## config.mk

```make
export PLATFORM = sky130hd
export DESIGN_NAME = miss_arbiter_flat
export DESIGN_NICKNAME = d
export VERILOG_FILES = /design/src/rtl/cache_pkg.sv /design/src/rtl/miss_arbiter_if.sv /design/src/rtl/delay_counter.sv /design/src/rtl/miss_arbiter.sv /design/src/flat_wrapper.sv
export SDC_FILE = /design/constraint.sdc
export NUM_CORES = 1
export LEC_CHECK = 0
export ABC_AREA = 1
export CAP_MARGIN = 20
export CELL_PAD_IN_SITES_DETAIL_PLACEMENT = 2
export CELL_PAD_IN_SITES_GLOBAL_PLACEMENT = 2
export CORE_ASPECT_RATIO = 2
export CORE_MARGIN = 8
export CORE_UTILIZATION = 24
export CTS_BUF_LIST = sky130_fd_sc_hd__clkbuf_4
export DETAILED_ROUTE_END_ITERATION = 10
export PLACE_DENSITY_LB_ADDON = 0.1
export SKIP_LAST_GASP = 1
export SLEW_MARGIN = 5
export SYNTH_ARGS = -nofsm -noshare
export SYNTH_HDL_FRONTEND = slang
export SYNTH_SLANG_ARGS = --single-unit
```

## constraint.sdc

```tcl
create_clock -name clk -period 2 [get_ports clk]
set_input_delay 0.3 -clock clk [delete_from_list [all_inputs] [get_ports clk]]
set_output_delay 0.3 -clock clk [all_outputs]
set_load 0.02 [all_outputs]
```

## src/rtl/cache_pkg.sv

```systemverilog
// Shared definitions for the miss arbiter slice.
// Holds default bus widths, the default memory latency, the arbiter state
// encoding and a helper that turns a requester index into a response strobe.
package cache_pkg;

  localparam int unsigned DEFAULT_ADDR_LENGTH = 10;
  localparam int unsigned DEFAULT_DATA_WIDTH  = 32;
  localparam int unsigned DEFAULT_DELAY       = 50;

  typedef enum logic [1:0] {
    IDLE   = 2'd0,
    ACCESS = 2'd1,
    RESP   = 2'd2
  } arb_state_t;

  // One-hot response strobe for requester 'id'.
  function automatic logic [1:0] requester_onehot(input logic id);
    return id ? 2'b10 : 2'b01;
  endfunction

endpackage

```

## src/rtl/miss_arbiter_if.sv

```systemverilog
// Bundle of the two miss requesters, the backing memory and the response path.
// Signals:
//   miss_req[1:0], miss_addr0, miss_addr1 : requester side, into the arbiter
//   mem_rdata                             : memory read data, into the arbiter
//   mem_rd, mem_addr                      : memory read strobe/address, out
//   resp_valid[1:0], resp_data            : one-hot response strobe and data, out
//   grant_id, busy                        : current/last grantee and busy flag, out
// Modports: master = requesters + memory side, slave = arbiter side.
interface miss_arbiter_if
  import cache_pkg::*;
#(
  parameter int unsigned ADDR_LENGTH = DEFAULT_ADDR_LENGTH,
  parameter int unsigned DATA_WIDTH  = DEFAULT_DATA_WIDTH
);

  logic [1:0]             miss_req;
  logic [ADDR_LENGTH-1:0] miss_addr0;
  logic [ADDR_LENGTH-1:0] miss_addr1;
  logic                   mem_rd;
  logic [ADDR_LENGTH-1:0] mem_addr;
  logic [DATA_WIDTH-1:0]  mem_rdata;
  logic [1:0]             resp_valid;
  logic [DATA_WIDTH-1:0]  resp_data;
  logic                   grant_id;
  logic                   busy;

  modport master (
    output miss_req, miss_addr0, miss_addr1, mem_rdata,
    input  mem_rd, mem_addr, resp_valid, resp_data, grant_id, busy
  );

  modport slave (
    input  miss_req, miss_addr0, miss_addr1, mem_rdata,
    output mem_rd, mem_addr, resp_valid, resp_data, grant_id, busy
  );

endinterface

```

## src/rtl/delay_counter.sv

```systemverilog
// Access latency counter for the miss arbiter.
// Ports:
//   clk, reset : clock, asynchronous active-high reset
//   clear      : force the count to 0 (takes priority over enable)
//   enable     : count one cycle of an access
//   done       : high during the enabled cycle where count == DELAY-1
// The count saturates at DELAY-1 so it never wraps inside an access.
module delay_counter #(
  parameter int unsigned DELAY = 50
) (
  input  logic clk,
  input  logic reset,
  input  logic clear,
  input  logic enable,
  output logic done
);

  localparam int unsigned CW = $clog2(DELAY);
  localparam logic [CW-1:0] LAST = CW'(DELAY - 1);

  logic [CW-1:0] count;

  // Cycle count within the current access.
  always_ff @(posedge clk or posedge reset) begin
    if (reset) begin
      count <= '0;
    end else if (clear) begin
      count <= '0;
    end else if (enable && (count != LAST)) begin
      count <= count + CW'(1);
    end
  end

  // Gated by enable so it pulses once per access, not while idle.
  assign done = enable && (count == LAST);

endmodule

```

## src/rtl/miss_arbiter.sv

```systemverilog
// Two-requester round-robin miss arbiter in front of a fixed-latency memory.
// Ports:
//   clk, reset : clock, asynchronous active-high reset
//   bus        : miss_arbiter_if.slave (requests, memory, responses, status)
// A grant latches the requester address and holds mem_rd for DELAY cycles,
// then returns the captured read data with a one-cycle one-hot resp_valid.
// The IDLE cycle after RESP is a bubble so a served requester that drops its
// level one cycle after the response is never granted twice.
module miss_arbiter
  import cache_pkg::*;
#(
  parameter int unsigned ADDR_LENGTH = DEFAULT_ADDR_LENGTH,
  parameter int unsigned DATA_WIDTH  = DEFAULT_DATA_WIDTH,
  parameter int unsigned DELAY       = DEFAULT_DELAY
) (
  input  logic           clk,
  input  logic           reset,
  miss_arbiter_if.slave  bus
);

  arb_state_t             state;
  logic                   mem_rd_q;
  logic [ADDR_LENGTH-1:0] mem_addr_q;
  logic [1:0]             resp_valid_q;
  logic [DATA_WIDTH-1:0]  resp_data_q;
  logic                   grant_id_q;
  logic                   last_grant;
  logic                   busy_q;

  logic                   req_any;
  logic                   next_grant;
  logic [ADDR_LENGTH-1:0] sel_addr;
  logic                   grant;
  logic                   in_access;
  logic                   done;

  // Round-robin pick: on contention the requester that was not last served wins.
  always_comb begin
    req_any    = |bus.miss_req;
    next_grant = (bus.miss_req == 2'b11) ? ~last_grant : bus.miss_req[1];
    sel_addr   = next_grant ? bus.miss_addr1 : bus.miss_addr0;
    grant      = (state == IDLE) && req_any;
    in_access  = (state == ACCESS);
  end

  delay_counter #(
    .DELAY (DELAY)
  ) u_counter (
    .clk    (clk),
    .reset  (reset),
    .clear  (grant),
    .enable (in_access),
    .done   (done)
  );

  // Arbiter FSM with registered outputs.
  always_ff @(posedge clk or posedge reset) begin
    if (reset) begin
      state        <= IDLE;
      mem_rd_q     <= 1'b0;
      mem_addr_q   <= '0;
      resp_valid_q <= 2'b00;
      resp_data_q  <= '0;
      grant_id_q   <= 1'b0;
      last_grant   <= 1'b1;
      busy_q       <= 1'b0;
    end else begin
      resp_valid_q <= 2'b00;
      case (state)
        IDLE: begin
          if (req_any) begin
            mem_addr_q <= sel_addr;
            grant_id_q <= next_grant;
            last_grant <= next_grant;
            mem_rd_q   <= 1'b1;
            busy_q     <= 1'b1;
            state      <= ACCESS;
          end
        end
        ACCESS: begin
          if (done) begin
            resp_data_q  <= bus.mem_rdata;
            resp_valid_q <= requester_onehot(grant_id_q);
            mem_rd_q     <= 1'b0;
            state        <= RESP;
          end
        end
        RESP: begin
          busy_q <= 1'b0;
          state  <= IDLE;
        end
        default: begin
          state <= IDLE;
        end
      endcase
    end
  end

  assign bus.mem_rd     = mem_rd_q;
  assign bus.mem_addr   = mem_addr_q;
  assign bus.resp_valid = resp_valid_q;
  assign bus.resp_data  = resp_data_q;
  assign bus.grant_id   = grant_id_q;
  assign bus.busy       = busy_q;

endmodule

```

## src/flat_wrapper.sv

```systemverilog
// flat-port wrapper written by rule: the top's interface ports become plain ports
module miss_arbiter_flat import cache_pkg::*;
#(
  parameter int unsigned ADDR_LENGTH = DEFAULT_ADDR_LENGTH,
  parameter int unsigned DATA_WIDTH  = DEFAULT_DATA_WIDTH,
  parameter int unsigned DELAY       = DEFAULT_DELAY
)
  (clk, reset, bus_miss_req, bus_miss_addr0, bus_miss_addr1, bus_mem_rdata, bus_mem_rd, bus_mem_addr, bus_resp_valid, bus_resp_data, bus_grant_id, bus_busy);
  miss_arbiter_if #(.ADDR_LENGTH(ADDR_LENGTH), .DATA_WIDTH(DATA_WIDTH)) bus_i ();
  input  logic clk;
  input  logic reset;
  input wire logic [$bits(bus_i.miss_req)-1:0] bus_miss_req;
  input wire logic [$bits(bus_i.miss_addr0)-1:0] bus_miss_addr0;
  input wire logic [$bits(bus_i.miss_addr1)-1:0] bus_miss_addr1;
  input wire logic [$bits(bus_i.mem_rdata)-1:0] bus_mem_rdata;
  output wire logic [$bits(bus_i.mem_rd)-1:0] bus_mem_rd;
  output wire logic [$bits(bus_i.mem_addr)-1:0] bus_mem_addr;
  output wire logic [$bits(bus_i.resp_valid)-1:0] bus_resp_valid;
  output wire logic [$bits(bus_i.resp_data)-1:0] bus_resp_data;
  output wire logic [$bits(bus_i.grant_id)-1:0] bus_grant_id;
  output wire logic [$bits(bus_i.busy)-1:0] bus_busy;
  assign bus_i.miss_req = bus_miss_req;
  assign bus_i.miss_addr0 = bus_miss_addr0;
  assign bus_i.miss_addr1 = bus_miss_addr1;
  assign bus_i.mem_rdata = bus_mem_rdata;
  assign bus_mem_rd = bus_i.mem_rd;
  assign bus_mem_addr = bus_i.mem_addr;
  assign bus_resp_valid = bus_i.resp_valid;
  assign bus_resp_data = bus_i.resp_data;
  assign bus_grant_id = bus_i.grant_id;
  assign bus_busy = bus_i.busy;
  miss_arbiter #(.ADDR_LENGTH(ADDR_LENGTH), .DATA_WIDTH(DATA_WIDTH), .DELAY(DELAY)) u_core (.clk(clk), .reset(reset), .bus(bus_i));
endmodule
```

Yosys cells after proc, flatten, opt, wreduce, memory -nomap -nowiden
Index checks and enable logic that the tools add are counted.

cells by class
  add/sub/neg operators = 1
  eq/ne operators = 7
  muxes and demuxes = 14
  bitwise operators = 1
  reductions and logical operators = 13

operators with widths
  operator                                                                  count
  6-bit two-way mux                                                         2
  10-bit two-way mux                                                        1
  2-bit two-way mux                                                         5
  2-bit AND reduction                                                       4
  6-bit by 1-bit adder with 6-bit output (second input constant)            1
  6-bit == test (second input constant)                                     1
  6-bit inequality test (second input constant)                             1
  2-bit nonzero test                                                        3
  2-bit == test (second input constant)                                     2
  2-bit by 1-bit inequality test with 1-bit output (second input constant)  2
  1-bit case mux with 2 select lines                                        2
  2-bit case mux with 2 select lines                                        1
  1-bit logical AND                                                         3
  1-bit two-way mux                                                         3
  3-bit AND reduction                                                       1
  2-bit by 1-bit == test with 1-bit output (second input constant)          1
  2-bit logical NOT                                                         1
  2-bit OR reduction                                                        1
  1-bit inverter                                                            1

word-level totals
  flip-flop bits (word level) = 56
  bits of input ports = 56
  output and inout bits = 47

Longest topological paths before layout
Gate-level depths: netlist (run 1).

  word-level depth = 4
  gate-level depth with buffers = 9

By module
From an unflattened synthesis (run 1), not the netlist that was laid out.

second synthesis, totals
  cells, all modules = 304
  area, all modules = 2502.4 µm²

modules (own cells, without submodules)
  module         instances  cells an instance  area each (µm²)  seq. area each (µm²)
  miss_arbiter   1          250                2108.3           1252.5
  delay_counter  1          54                 394.1            150.1

Worst setup path before layout (run 1)
Ideal clock, no wire load.

  path type = register -> register
  start point = register u_core.u_counter.count[1]
  end point = register u_core.resp_data_q[0], in the netlist u_core.bus.resp_data[0]
  setup time = 0.116 ns
  arrival = 1.147 ns
  required time = 1.884 ns
  slack = 0.737 ns
  stages on the path, launching flop included = 9
  buffers on the path = 1
  clock period less this slack = 1.263 ns
  cell sequence = dfrtp_1 > inv_1 > ha_1 > nand3_2 > nor2_4 > nand2_4 > buf_2 > nand2_1 > nand2_1

between the ends
  cells in the longest elaborated chain, start to end = 3

RTL lines
  element                        RTL line             text
  start: declaration             delay_counter.sv:21  logic [CW-1:0] count;
  start signal: assignment       delay_counter.sv:30  count <= count + CW'(1);
  6-bit == test                  delay_counter.sv:35  assign done = enable && (count == LAST);
  1-bit logical AND              delay_counter.sv:35
  2-bit AND reduction (no line)  -
  end signal: assignment         miss_arbiter.sv:82   resp_data_q <= bus.mem_rdata;
  end: declaration               miss_arbiter.sv:25   logic [DATA_WIDTH-1:0] resp_data_q;

No other way between the ends.
A chain may end at the register's enable or synchronous reset.

Worst setup path in the final report (run 1)
  start point = register u_core.resp_data_q[12], in the netlist u_core.bus.resp_data[12]
  end point = output port bus_resp_data[12]

RTL lines
  element           RTL line            text
  end: declaration  flat_wrapper.sv:19  output wire logic [$bits(bus_i.resp_data)-1:0] bus_resp_data;

No word-level cell between the ends.

==> results of run 1 <==
## kinds of logic after synthesis
family                   after synthesis
AO/OA/AOI/OAI                         26
adder cells (fa/ha/maj)                2
buffers and inverters                 25
flip-flops                            56
AND/OR/NAND/NOR                      163
## flip-flops by register name, summed over array words and instances (netlist names)
| register | flops |
|---|---|
| u_core.state | 2 |
| u_core.bus.resp_valid | 2 |
| u_core.bus.busy | 1 |
| u_core.last_grant | 1 |
| u_core.bus.mem_rd | 1 |
| u_core.u_counter.count | 6 |
| u_core.bus.resp_data | 32 |
| u_core.bus.mem_addr | 10 |
| u_core.bus.grant_id | 1 |
## power breakdown
| part | internal [mW] | switching [mW] |
|---|---|---|
| sequential | 1.60 | 0.304 |
| clock | 0.276 | 0.359 |
| combinational | 1.04 | 1.20 |
| total | 2.92 | 1.87 |
## stage by stage
step	utilization	hold slack, ns	power (mW)	cell area, um^2	instances
floorplan	-	0.410	2.99	2330	272
global placement	0.363	0.453	4.14	3480	476
detailed placement	0.363	0.459	4.24	3480	476
CTS	0.372	0.230	4.91	3560	484
global route	0.372	0.231	5.18	3560	485
finish	0.372	0.241	4.79	3560	485
## placed cells by master, fill, tap and decap left out
| master | netlist | final |
|---|---|---|
| inv_4 | 1 | 1 |
| buf_4 | 1 | 5 |
| o21ai_1 | 7 | 7 |
| nand2_4 | 1 | 1 |
| dfstp_2 | 1 | 1 |
| buf_12 | 0 | 1 |
| bufinv_16 | 0 | 1 |
| clkdlybuf4s50_1 | 0 | 102 |
| clkbuf_4 | 0 | 6 |
| clkinv_2 | 0 | 1 |
| ha_1 | 2 | 2 |
| o21ai_0 | 18 | 18 |
| a21oi_1 | 1 | 1 |
| diode_2 | 0 | 1 |
| nor2_1 | 20 | 20 |
| nand3_1 | 2 | 2 |
| nand4_1 | 1 | 1 |
| nand2_1 | 135 | 135 |
| nor2_4 | 2 | 2 |
| nor2_2 | 1 | 1 |
| nand3_2 | 1 | 1 |
| inv_2 | 3 | 4 |
| dfrtp_1 | 55 | 55 |
| inv_1 | 11 | 10 |
## routing by layer
| metal | track usage | part of all wire |
|---|---|---|
| met2 | 0.231 | 0.54 |
| met3 | 0.0349 | 0.053 |
| met4 | 0.0480 | 0.016 |
| met1 | 0.138 | 0.39 |
| met5 | 0 | 0 |
## layout make-up
type                       instances  area, um^2
clock buffer                       6        45.0
clock inverter                     2        35.0
tap                              106         133
antenna                            1        2.50
sequential                        56        1400
multi-input combinational        191         803
fill                            1089        6010
timing repair buffer             108        1080
inverter                          15        58.8
## path summary, 6_finish.rpt
kind / end / start
setup / recovery: bus_resp_data[12] / u_core.bus.resp_data[12]
hold / removal: u_core.bus.resp_data[31] / reset
setup reg to reg: u_core.bus.resp_data[7] / u_core.u_counter.count[1]
hold reg to reg: u_core.bus.resp_valid[0] / u_core.bus.grant_id
max in group asynchronous: u_core.bus.mem_addr[9] / reset
min in group clk: u_core.bus.resp_data[23] / bus_mem_rdata[23]
==> impl_metrics.tcl, run 1 <==
set metrics [dict create \
    clk_latency_ns 0.39 \
    ys_async_sr_fraction 1.00 \
    grt_max_degree 34 \
    worst_pin_slew_ns 0.509 \
    synth_top_area_share 0.590 \
    yosysWarnings 0 \
    finalHoldViolations 0 \
    path_cells "clkdlybuf4s50_1" \
    firstDrtPassIters 3 \
    reg2reg_depth 8 \
    synth_compound_area_frac 0.0558 \
    vias_per_cell 4.45 \
    grt_usage 0.129 \
    overflow 0 \
    cp.depth 1 \
    drv_cap 0 \
    synth_area_leaders "dfrtp_1, nand2_1, o21ai_0" \
    syn_to_final_growth_pct 52.5 \
    grt_pass1_vias 2658 \
    dieWidth_um 85.7 \
    synth_adder_area_share 0.0107 \
    yosysMostFrequentCell "nand2_1" \
    cts_tree "built" \
    crit_type "flop to output pin" \
    path_max_fanout 2 \
    synthCells 272 \
    fin_crit_sh 0.863 \
    max_clock_freq_mhz 579 \
    synth-edff-count 0 \
    hold_buffers 0 \
    core_area_mm2 0.00957 \
    cts_buffer_depth 2 \
    synthMuxAreaShare 0 \
    post_drt_wl_per_cell_um 16.7 \
    cts_setup_buffers 0 \
    yosysTopAreaCell "dfrtp_1" \
    cts_sinks 56 \
    synth_commonest_cells "nand2_1, dfrtp_1, nor2_1" \
    via_count 2160 \
    die_y_um 155 \
    cp_top_family "buffers and inverters" \
    status "complete, no violations" \
    cts_root_buf "clkbuf_4" \
    slowest_delay_ns 0.64 \
    fin_skew_ns 0.00743 \
    slew_headroom 0.660 \
    drc_errors 0 \
    ys_seq_elements 56 \
    cts_resized 0 \
    rsz0062_at_grt "no" \
    grt_pass1_wl_um 13400 \
    cts-htree-levels 2 \
    gp_congestion 0.743 \
    ios 103 \
    synth_top_family_by_area "simple AND/OR/NAND/NOR gates" \
    critical_path_required_ns 1.70 \
    power_density_mw_per_mm2 1350 \
    ys_types 21 \
    num_rows 51 \
    dieArea_mm2 0.0133 \
    cts.clk_slew.worst_paths_ns 0.16 \
    arrival_ns 1.43 \
    drt_iter0_markers 33 \
    antenna_found_initial 1 \
    initial_core_util 0.244 \
    numPortBuffers 102 \
    setup_ws_ns 0.273 \
    preCtsSetupSlack_ns 0.253 \
    synth-xor-area-share 0 \
    ant_nets 0 \
    min_period_ns 1.73 \
    cts_inserted_buffers 5 \
    rrSetupSlack_ns 0.46 \
    synth-simple-area-share 0.278 \
    critPathLaunchType "flop" \
    ys.flop_type "dfrtp_1" \
    drv_slew 0 \
    path_buf_inv 1 \
    drive_gt1_frac 0.0661 \
    hold_path.class "primary input to asynchronous set/reset pin" \
    synth_area_mm2 0.00233 \
    place_hpwl_um 6360 \
    syn_avg_cell_area_um2 8.58 \
    crit_slowest_cell "clkdlybuf4s50_1" \
    syn_nets 330 \
    routed_wl_um 8090 \
    peakVddDrop_v 0.000651 \
    finalSetupTns_ns 0 \
    ys_seq_area_frac 0.601 \
    setup_viol_count_final 0 \
    nets 435 \
    cp-end-kind "output pin" \
    p_leak_nw 1.64 \
]
(Power assumes the default switching activity.)
==> inputs of run 2 (changes only) <==
Settings changed: SLEW_MARGIN 5 to 25.
Clock period 2 ns to 1.85 ns, I/O delays scaled along.
==> run 2 against run 1 <==
  * Clock-buffer cell count decreased by 1
  * Hold slack lost 0.0053 ns
  * Combinational power is 7% higher
  * Sequential power is 8% higher
  * Via count is 0.42% higher
  * Sequential cell count is the same
  * Final cell count fell by 0.41%
  * Utilization decreased by 0.41 points
  * Critical path type unchanged
  * Largest cell class unchanged
==> impl_metrics.tcl, run 2 (same netlist as run 1, synthesis figures left out) <==
set metrics [dict create \
    rsz0062_at_grt "no" \
    cts_inserted_buffers 5 \
    dieArea_mm2 0.0133 \
    place_hpwl_um 6060 \
    grt_busiest_layer "met2" \
    layout_commonest_cell "nand2_1" \
    max_clock_freq_mhz 583 \
    pwr-share-comb 0.481 \
    power_density_mw_per_mm2 1430 \
    pwr-share-clk 0.109 \
    fin_skew_ns 0.0211 \
    post_drt_wl_per_cell_um 16.4 \
    grt_usage 0.128 \
    multi_input_area_um2 803 \
    hold_buffers 0 \
    die_y_um 155 \
    layout_common_cells "nand2_1, clkdlybuf4s50_1, dfrtp_1" \
    cts_resized 0 \
    cts_setup_buffers 0 \
    seqCellArea_mm2 0.00140 \
    antenna_found_initial 1 \
    vias_per_cell 4.49 \
    startpoint "u_core.bus.resp_data[18]" \
    p_int_mw 3.00 \
    nets 433 \
    drc_errors 0 \
    setup_viol_count_final 0 \
    critPathLaunchType "flop" \
    cts_buffer_depth 2 \
    gp_congestion 0.780 \
    cts_tree "built" \
    largest_reg_flops 32 \
    status "complete, no violations" \
    fin_crit_sh 0.928 \
    grt_max_degree 57 \
    drv_slew 0 \
    seqPwrFrac 0.410 \
    nFillCells 1078 \
    gr-usage-met1 0.125 \
    drive_gt1_frac 0.0585 \
    clk_latency_ns 0.40 \
    syn_to_final_growth_pct 50.8 \
    p_leak_nw 1.61 \
    drv_cap 0 \
    grt_use_met3 0.0475 \
    reg2reg_depth 8 \
    grt_pass1_wl_um 13400 \
    core_area_mm2 0.00957 \
    numPortBuffers 102 \
    dieWidth_um 85.7 \
    path_buf_inv 1 \
    cts-htree-levels 2 \
    drt_iter0_markers 52 \
    worst_pin_slew_ns 0.388 \
    via_count 2169 \
    initial_core_util 0.244 \
    rrSetupSlack_ns 0.31 \
    cp_top_family "buffers and inverters" \
    grtUsageMet2 0.234 \
    ios 103 \
    peakVddDrop_v 0.000529 \
    grt_pass1_vias 2681 \
    overflow 0 \
    hold_path.class "primary input to asynchronous set/reset pin" \
    firstDrtPassIters 3 \
    slowest_delay_ns 0.65 \
    crit_slowest_cell "clkdlybuf4s50_1" \
    hold_slack_ns 0.236 \
    cts_root_buf "clkbuf_4" \
    num_rows 51 \
    cp-end-kind "output pin" \
    path_cells "clkdlybuf4s50_1" \
    slew_headroom 0.740 \
    min_period_ns 1.72 \
    timing.rr.start "u_core.u_counter.count[1]" \
    finalHoldViolations 0 \
    critical_path_required_ns 1.57 \
    crit_type "flop to output pin" \
    r2r-end "u_core.u_counter.count[3]" \
    cts.clk_slew.worst_paths_ns 0.18 \
    arrival_ns 1.44 \
    p_total_mw 5.02 \
    finalSetupTns_ns 0 \
    routed_wl_um 7900 \
    swShare 0.403 \
    cts_sinks 56 \
    path_max_fanout 2 \
    switchingPower_mw 2.02 \
    ant_nets 0 \
]
## run 2: changes by cell type in the layout (fill, tap and decap cells not counted), sizes merged
cell | previous run | this run
buf | 6 | 4
bufinv | 1 | 0
clkbuf | 6 | 5
clkinvlp | 0 | 2
## run 2: worst register-to-register path: cells and delay by family (launching register included)
| family | cells | cell delay (ns) |
|---|---|---|
| simple gates | 6 | 0.78 |
| flops | 1 | 0.43 |
| buf+inv | 1 | 0.06 |
| fa+ha+maj | 1 | 0.19 |
## run 2: through the flow
step	setup WS, ns	std cells	utilization	cell area [um^2]
after global placement	0.224	474	0.362	3460
after global routing	0.0281	483	0.368	3520
after CTS	0.0962	482	0.367	3520
final	0.133	483	0.368	3520
after floorplan	0.203	272	-	2330
after detailed placement	0.160	474	0.362	3460
## run 2: worst max-delay path by stage
stage | to | slack, ns | cells after the start
floorplan | u_core.bus.busy | 0.20 | 1
global placement | u_core.u_counter.count[3] | 0.22 | 7
detailed placement | u_core.u_counter.count[3] | 0.16 | 7
CTS | bus_resp_data[14] | 0.1 | 1
global route | bus_resp_data[18] | 0.03 | 1
finish | bus_resp_data[18] | 0.13 | 1
## run 2: power groups by stage
stage | clock [mW] | combinational, mW | sequential [mW]
2_1_floorplan | 0 | 0.677 | 2.55
3_3_place_gp | 0 | 2.41 | 2.06
3_5_place_dp | 0 | 2.47 | 2.09
4_1_cts | 0.585 | 2.48 | 2.07
5_1_grt | 0.619 | 2.66 | 2.14
6_report | 0.546 | 2.41 | 2.06
## run 2: final cells by class
cell class,count,share of cell area
flip-flops and latches,56,0.399
diodes,1,0.000711
repair buffers,106,0.302
well taps,106,0.0377
clock inverters,3,0.00533
clock buffers,5,0.0107
inverters,15,0.0167
multi-input cells,191,0.228
## run 2: metal layers
metal  part of all wire  wire length (um)
met5                  0                 0
met4              0.020               157
met3              0.071               563
met2               0.55              4360
met1               0.36              2820
